**src/rtl/fetch_pkg.sv**
```systemverilog
// Shared widths, limits and the buffered fetch entry layout for the fetch stage.
package fetch_pkg;

  localparam int ADDR_W     = 32;
  localparam int DATA_W     = 32;
  localparam int IMEM_DEPTH = 128;

  localparam logic [ADDR_W-1:0] RESET_PC   = '0;
  localparam logic [ADDR_W-1:0] IMEM_LIMIT = ADDR_W'(IMEM_DEPTH);

  typedef struct packed {
    logic [DATA_W-1:0] instr;
    logic [ADDR_W-1:0] pc;
  } fetch_entry_t;

  localparam int ENTRY_W = $bits(fetch_entry_t);

endpackage

```
**src/rtl/fetch_buffer.sv**
```systemverilog
// Two-entry FIFO between the fetch stage and decode; push visible at head the next cycle.
// No internal backpressure: the issue logic upstream guarantees a push never lands on a full buffer.
module fetch_buffer
  import fetch_pkg::*;
(
  input  logic               clk,
  input  logic               rsta,
  input  logic               push,
  input  logic [ENTRY_W-1:0] push_dat,
  input  logic               pop,
  input  logic               flush,
  output logic [1:0]         count,
  output logic [ENTRY_W-1:0] head_dat
);

  fetch_entry_t mem_q [2];
  fetch_entry_t mem_d [2];
  logic         rd_ptr_q, rd_ptr_d;
  logic         wr_ptr_q, wr_ptr_d;
  logic [1:0]   count_q, count_d;
  logic         pop_ok, push_ok;

  always_comb begin
    mem_d    = mem_q;
    rd_ptr_d = rd_ptr_q;
    wr_ptr_d = wr_ptr_q;
    count_d  = count_q;
    pop_ok   = pop && (count_q != 2'd0);
    push_ok  = push && ((count_q != 2'd2) || pop_ok);
    if (flush) begin
      rd_ptr_d = 1'b0;
      wr_ptr_d = 1'b0;
      count_d  = 2'd0;
    end else begin
      if (push_ok) begin
        mem_d[wr_ptr_q] = fetch_entry_t'(push_dat);
        wr_ptr_d        = ~wr_ptr_q;
      end
      if (pop_ok) begin
        rd_ptr_d = ~rd_ptr_q;
      end
      count_d = count_q + {1'b0, push_ok} - {1'b0, pop_ok};
    end
  end

  always_ff @(posedge clk or posedge rsta) begin
    if (rsta) begin
      mem_q    <= '{default: '0};
      rd_ptr_q <= 1'b0;
      wr_ptr_q <= 1'b0;
      count_q  <= 2'd0;
    end else begin
      mem_q    <= mem_d;
      rd_ptr_q <= rd_ptr_d;
      wr_ptr_q <= wr_ptr_d;
      count_q  <= count_d;
    end
  end

  assign count    = count_q;
  assign head_dat = mem_q[rd_ptr_q];

endmodule

```
**src/rtl/fetch_unit.sv**
```systemverilog
// PC owner and fetch front-end: 1-cycle memory read, first instruction valid 2 edges after issue.
// Stalls issue when buffered + in-flight entries would exceed 2, so a read is never dropped.
module fetch_unit
  import fetch_pkg::*;
(
  input  logic              clk,
  input  logic              rsta,
  output logic [ADDR_W-1:0] imem_addr,
  input  logic [DATA_W-1:0] imem_data,
  input  logic              redirect_valid,
  input  logic [ADDR_W-1:0] redirect_pc,
  output logic              out_valid,
  input  logic              out_ready,
  output logic [DATA_W-1:0] out_instr,
  output logic [ADDR_W-1:0] out_pc,
  output logic              fault
);

  logic [ADDR_W-1:0] pc_q, pc_d;
  logic [ADDR_W-1:0] inflight_pc_q, inflight_pc_d;
  logic              inflight_q, inflight_d;
  logic              fault_q, fault_d;

  logic [1:0]   count;
  logic [2:0]   occ;
  logic         pop, push, issue, in_range;
  fetch_entry_t push_ent, head_ent;

  always_comb begin
    in_range = pc_q < IMEM_LIMIT;
    pop      = out_valid && out_ready;
    // Occupancy after this edge if we do not issue; issuing must keep it below 2.
    occ      = {1'b0, count} + {2'b00, inflight_q} - {2'b00, pop};
    issue    = !redirect_valid && !fault_q && in_range && (occ < 3'd2);
    push     = inflight_q && !redirect_valid;
    push_ent = '{instr: imem_data, pc: inflight_pc_q};

    pc_d          = pc_q;
    inflight_d    = issue;
    inflight_pc_d = inflight_pc_q;
    fault_d       = fault_q;

    if (redirect_valid) begin
      pc_d       = redirect_pc;
      inflight_d = 1'b0;
      fault_d    = 1'b0;
    end else begin
      if (!in_range) begin
        fault_d = 1'b1;
      end
      if (issue) begin
        pc_d          = pc_q + 1'b1;
        inflight_pc_d = pc_q;
      end
    end
  end

  always_ff @(posedge clk or posedge rsta) begin
    if (rsta) begin
      pc_q          <= RESET_PC;
      inflight_q    <= 1'b0;
      inflight_pc_q <= '0;
      fault_q       <= 1'b0;
    end else begin
      pc_q          <= pc_d;
      inflight_q    <= inflight_d;
      inflight_pc_q <= inflight_pc_d;
      fault_q       <= fault_d;
    end
  end

  fetch_buffer u_buf (
    .clk      (clk),
    .rsta     (rsta),
    .push     (push),
    .push_dat (push_ent),
    .pop      (pop && !redirect_valid),
    .flush    (redirect_valid),
    .count    (count),
    .head_dat (head_ent)
  );

  assign imem_addr = pc_q;
  assign out_valid = (count != 2'd0);
  assign out_instr = head_ent.instr;
  assign out_pc    = head_ent.pc;
  assign fault     = fault_q;

endmodule
```
**config.mk**
```make
export PLATFORM = sky130hd
export DESIGN_NAME = fetch_unit
export DESIGN_NICKNAME = d
export VERILOG_FILES = /design/src/rtl/fetch_pkg.sv /design/src/rtl/fetch_buffer.sv /design/src/rtl/fetch_unit.sv
export SDC_FILE = /design/constraint.sdc
export NUM_CORES = 1
export LEC_CHECK = 0
export CAP_MARGIN = 20
export CELL_PAD_IN_SITES_DETAIL_PLACEMENT = 0
export CELL_PAD_IN_SITES_GLOBAL_PLACEMENT = 2
export CORE_MARGIN = 5
export CORE_UTILIZATION = 36
export CTS_CLUSTER_DIAMETER = 40
export DETAILED_ROUTE_END_ITERATION = 8
export PLACE_DENSITY = 0.77
export SYNTH_ARGS = -nofsm -noshare
export SYNTH_HDL_FRONTEND = slang
export SYNTH_SLANG_ARGS = --single-unit
```
**constraint.sdc**
```tcl
create_clock -name clk -period 7.3 [get_ports clk]
set_input_delay 0.73 -clock clk [delete_from_list [all_inputs] [get_ports clk]]
set_output_delay 0.73 -clock clk [all_outputs]
set_load 0.01 [all_outputs]
```
==> results.cfg <==
[outcome]
status = finished clean

[clock_network]
root_buffer_cell = sky130_fd_sc_hd__clkbuf_16
numCtsBuffers = 17
holdBufCountCts = 0
tritoncts = yes
cts_repair_resize_count = 0
worstSkewPairLatency_ns = 0.43
postCtsSetupRepairBufs = 0
cts.clk_slew.worst_paths_ns = 0.07
cts_htree_levels = 4
numClockSinks = 198
clk_path_buf_depth = 2

[sta]
hold_slack_ns = 0.502
relSlewSlack = 0.338
finalSetupTns_ns = 0
timing.final.crit_share = 0.454
setup_violations = 0
drv_slew = 0
hold_viol_final = 0
finalWorstPathRequiredPeriod_ns = 3.31
rsz0062_at_grt = false
finalClockSkew_ns = 0.0140
worstMarginPinSlew_ns = 0.993
timing.fmax_ghz = 0.302

[power_and_ir_drop]
cellPowerDensity_mw_per_mm2 = 208
leakagePower_nw = 5.18
maximum_ir_drop_on_the_vdd_rail_uv = 130
design_power_total_w = 0.00228

[critical_path]
critical_path_peak_fanout = 32
worstPathArrival_ns = 3.61
cp.required_ns = 7.60
nature_of_the_critical_path_startpoint = flop
critical_path_class = reg2reg
crit_path_end_kind = flop

[final_layout]
n_antenna_cell = 0
layout.cell_area.non_filler_mm2 = 0.0110
final_cell_mix = sky130_fd_sc_hd__mux2_2 (219), sky130_fd_sc_hd__dfrtp_1 (197), sky130_fd_sc_hd__clkdlybuf4s50_1 (164), sky130_fd_sc_hd__nor2b_1 (27), sky130_fd_sc_hd__clkbuf_16 (17)
finish.net_count = 790
layout-drive-gt1-share = 0.374
mostFrequentLayoutCell = sky130_fd_sc_hd__mux2_2
final-instance-count-excl-fill = 1043
synthToLayoutAreaGrowth_pct = 31.4

[logic_synthesis]
distinct_cells_synth = 33
mapped_cells = 555
syn_nets = 628
synth-seq-cells = 198
yosys_warnings = 0
syn-mean-instance-area_um2 = 15.1
ys_seq_area_frac = 0.592
synthesis.area_mm2 = 0.00837

[floorplanning]
dieArea_mm2 = 0.0264
rows = 55
die_w_um = 162
start_util = 0.367
top_level_ports = 166
die_height_um = 162
fp.coreArea_mm2 = 0.0228

[routing]
postRouteAntennaNets = 0
route.final.wire_length_um = 18000
route.vias.total = 4936
via_per_inst = 4.73
dr.first_iter.drc_count = 190
avgRoutedWirePerCell_um = 17.3
drt-pass1-iter-count = 4
remaining_drc_errors = 0

[worst_hold_path]
min_path_type = reg2reg

[global_routing]
grt_pass1_wl_um = 29800
grt_antenna_before_repair = 0
total_routing_resource_utilization_after_global_routing = 0.142
grt_max_degree = 120
grt_overflow = 0
first_global_vias = 5542

[placed_design]
place_hpwl_um = 11700
input_output_buffers = 165
placedInstanceArea_mm2 = 0.0103
finalWeightedCongestion = 0.757
post-place-cells = 1010

[job]
maxCapViolCount = 0
-- critical path, stage by stage, from the launching register on --
cell,delay (ns)
sky130_fd_sc_hd__dfrtp_1,0.45
sky130_fd_sc_hd__or2_2,0.32
sky130_fd_sc_hd__nand2_1,0.14
sky130_fd_sc_hd__inv_1,0.06
sky130_fd_sc_hd__ha_1,0.25
sky130_fd_sc_hd__nand2b_1,0.15
sky130_fd_sc_hd__fa_1,0.37
sky130_fd_sc_hd__xnor2_1,0.19
sky130_fd_sc_hd__nand2_1,0.24
sky130_fd_sc_hd__nor4_4,0.25
sky130_fd_sc_hd__buf_4,0.39
sky130_fd_sc_hd__mux2_1,0.37
-- cells in the mapped netlist, drive strengths merged --
cell type | number | area (um2)
nor2 | 8 | 30.0
nand4 | 1 | 21.3
nor3b | 3 | 27.5
xnor2 | 6 | 52.6
dfrtp | 198 | 4950
nor3 | 2 | 21.3
nor2b | 28 | 175
nand3 | 4 | 25.0
buf | 16 | 98.9
a21oi | 1 | 5.00
fa | 1 | 20.0
clkbuf | 12 | 45.0
nor4b | 1 | 8.76
nor4 | 11 | 129
o21ai | 5 | 25.0
a22oi | 1 | 7.51
ha | 4 | 50.1
mux2 | 224 | 2520
nand2 | 13 | 48.8
mux2i | 2 | 20.0
nand2b | 1 | 6.26
or2 | 3 | 18.8
xor2 | 3 | 26.3
inv | 6 | 22.5
a211oi | 1 | 7.51
-- metrics by stage --
stage                     utilization  setup WS (ns)
after floorplan                     -           1.17
after global placement          0.453           3.60
after detailed placement        0.453           3.54
after CTS                       0.482           3.92
after global routing            0.483           3.74
final                           0.483           3.99
-- report_power, final --
| group | switching, W | internal [W] | total, W | leakage, nW |
|---|---|---|---|---|
| logic | 0.0000608 | 0.0000821 | 0.000143 | 2.18 |
| clock network | 0.000441 | 0.000565 | 0.00101 | 0.311 |
| registers | 0.0000212 | 0.00111 | 0.00114 | 2.69 |
-- final timing paths --
path / from / endpoint / slack, ns / cells past startpoint
worst min-delay path: u_buf.mem_q[31] / u_buf.mem_q[31] / 0.50 / 1
worst max register to register: u_buf.count[1] / inflight_pc_q[1] / 3.99 / 11
max in group asynchronous: rsta / u_buf.rd_ptr_q / 5.19 / 4
min in group asynchronous: rsta / imem_addr[12] / 0.84 / 2
worst max-delay path: u_buf.count[1] / inflight_pc_q[1] / 3.99 / 11
worst min register to register: u_buf.mem_q[31] / u_buf.mem_q[31] / 0.50 / 1
-- sequential cells by signal, summed over array words and instances, names as in the netlist --
name / cells
imem_addr: 32
inflight_q: 1
u_buf.count: 2
inflight_pc_q: 32
u_buf.rd_ptr_q: 1
u_buf.mem_q: 128
u_buf.wr_ptr_q: 1
fault: 1
-- cell type report --
type	count	area, um2
clock buffers	18	439
clock inverters	14	205
flip-flops and latches	198	4960
well taps	313	392
repair buffers	171	1710
fillers	1983	11800
inverters	6	30.0
multi-input cells	323	3260
-- layer usage --
metal	vias up	track usage	part of all wire	routed length, um
li1	2276	-	-	-
met1	2526	0.179	0.44	7960
met2	119	0.230	0.48	8590
met3	15	0.0526	0.071	1280
met4	0	0.0369	0.0090	162
met5	-	0	0	0
-- logic make-up (layout without fill, tap and decap cells) --
group                    after synthesis  after routing  synth area share
AO/OA/AOI/OAI                          8              8           0.00538
XOR/XNOR                               9              9           0.00942
flip-flops                           198            198             0.592
multiplexers                         226            226             0.304
buffers and inverters                 34            209            0.0199
adder cells (fa/ha/maj)                5              5           0.00837
AND/OR/NAND/NOR                       75             75            0.0611
No activity file was read; power rests on OpenSTA's default activity.
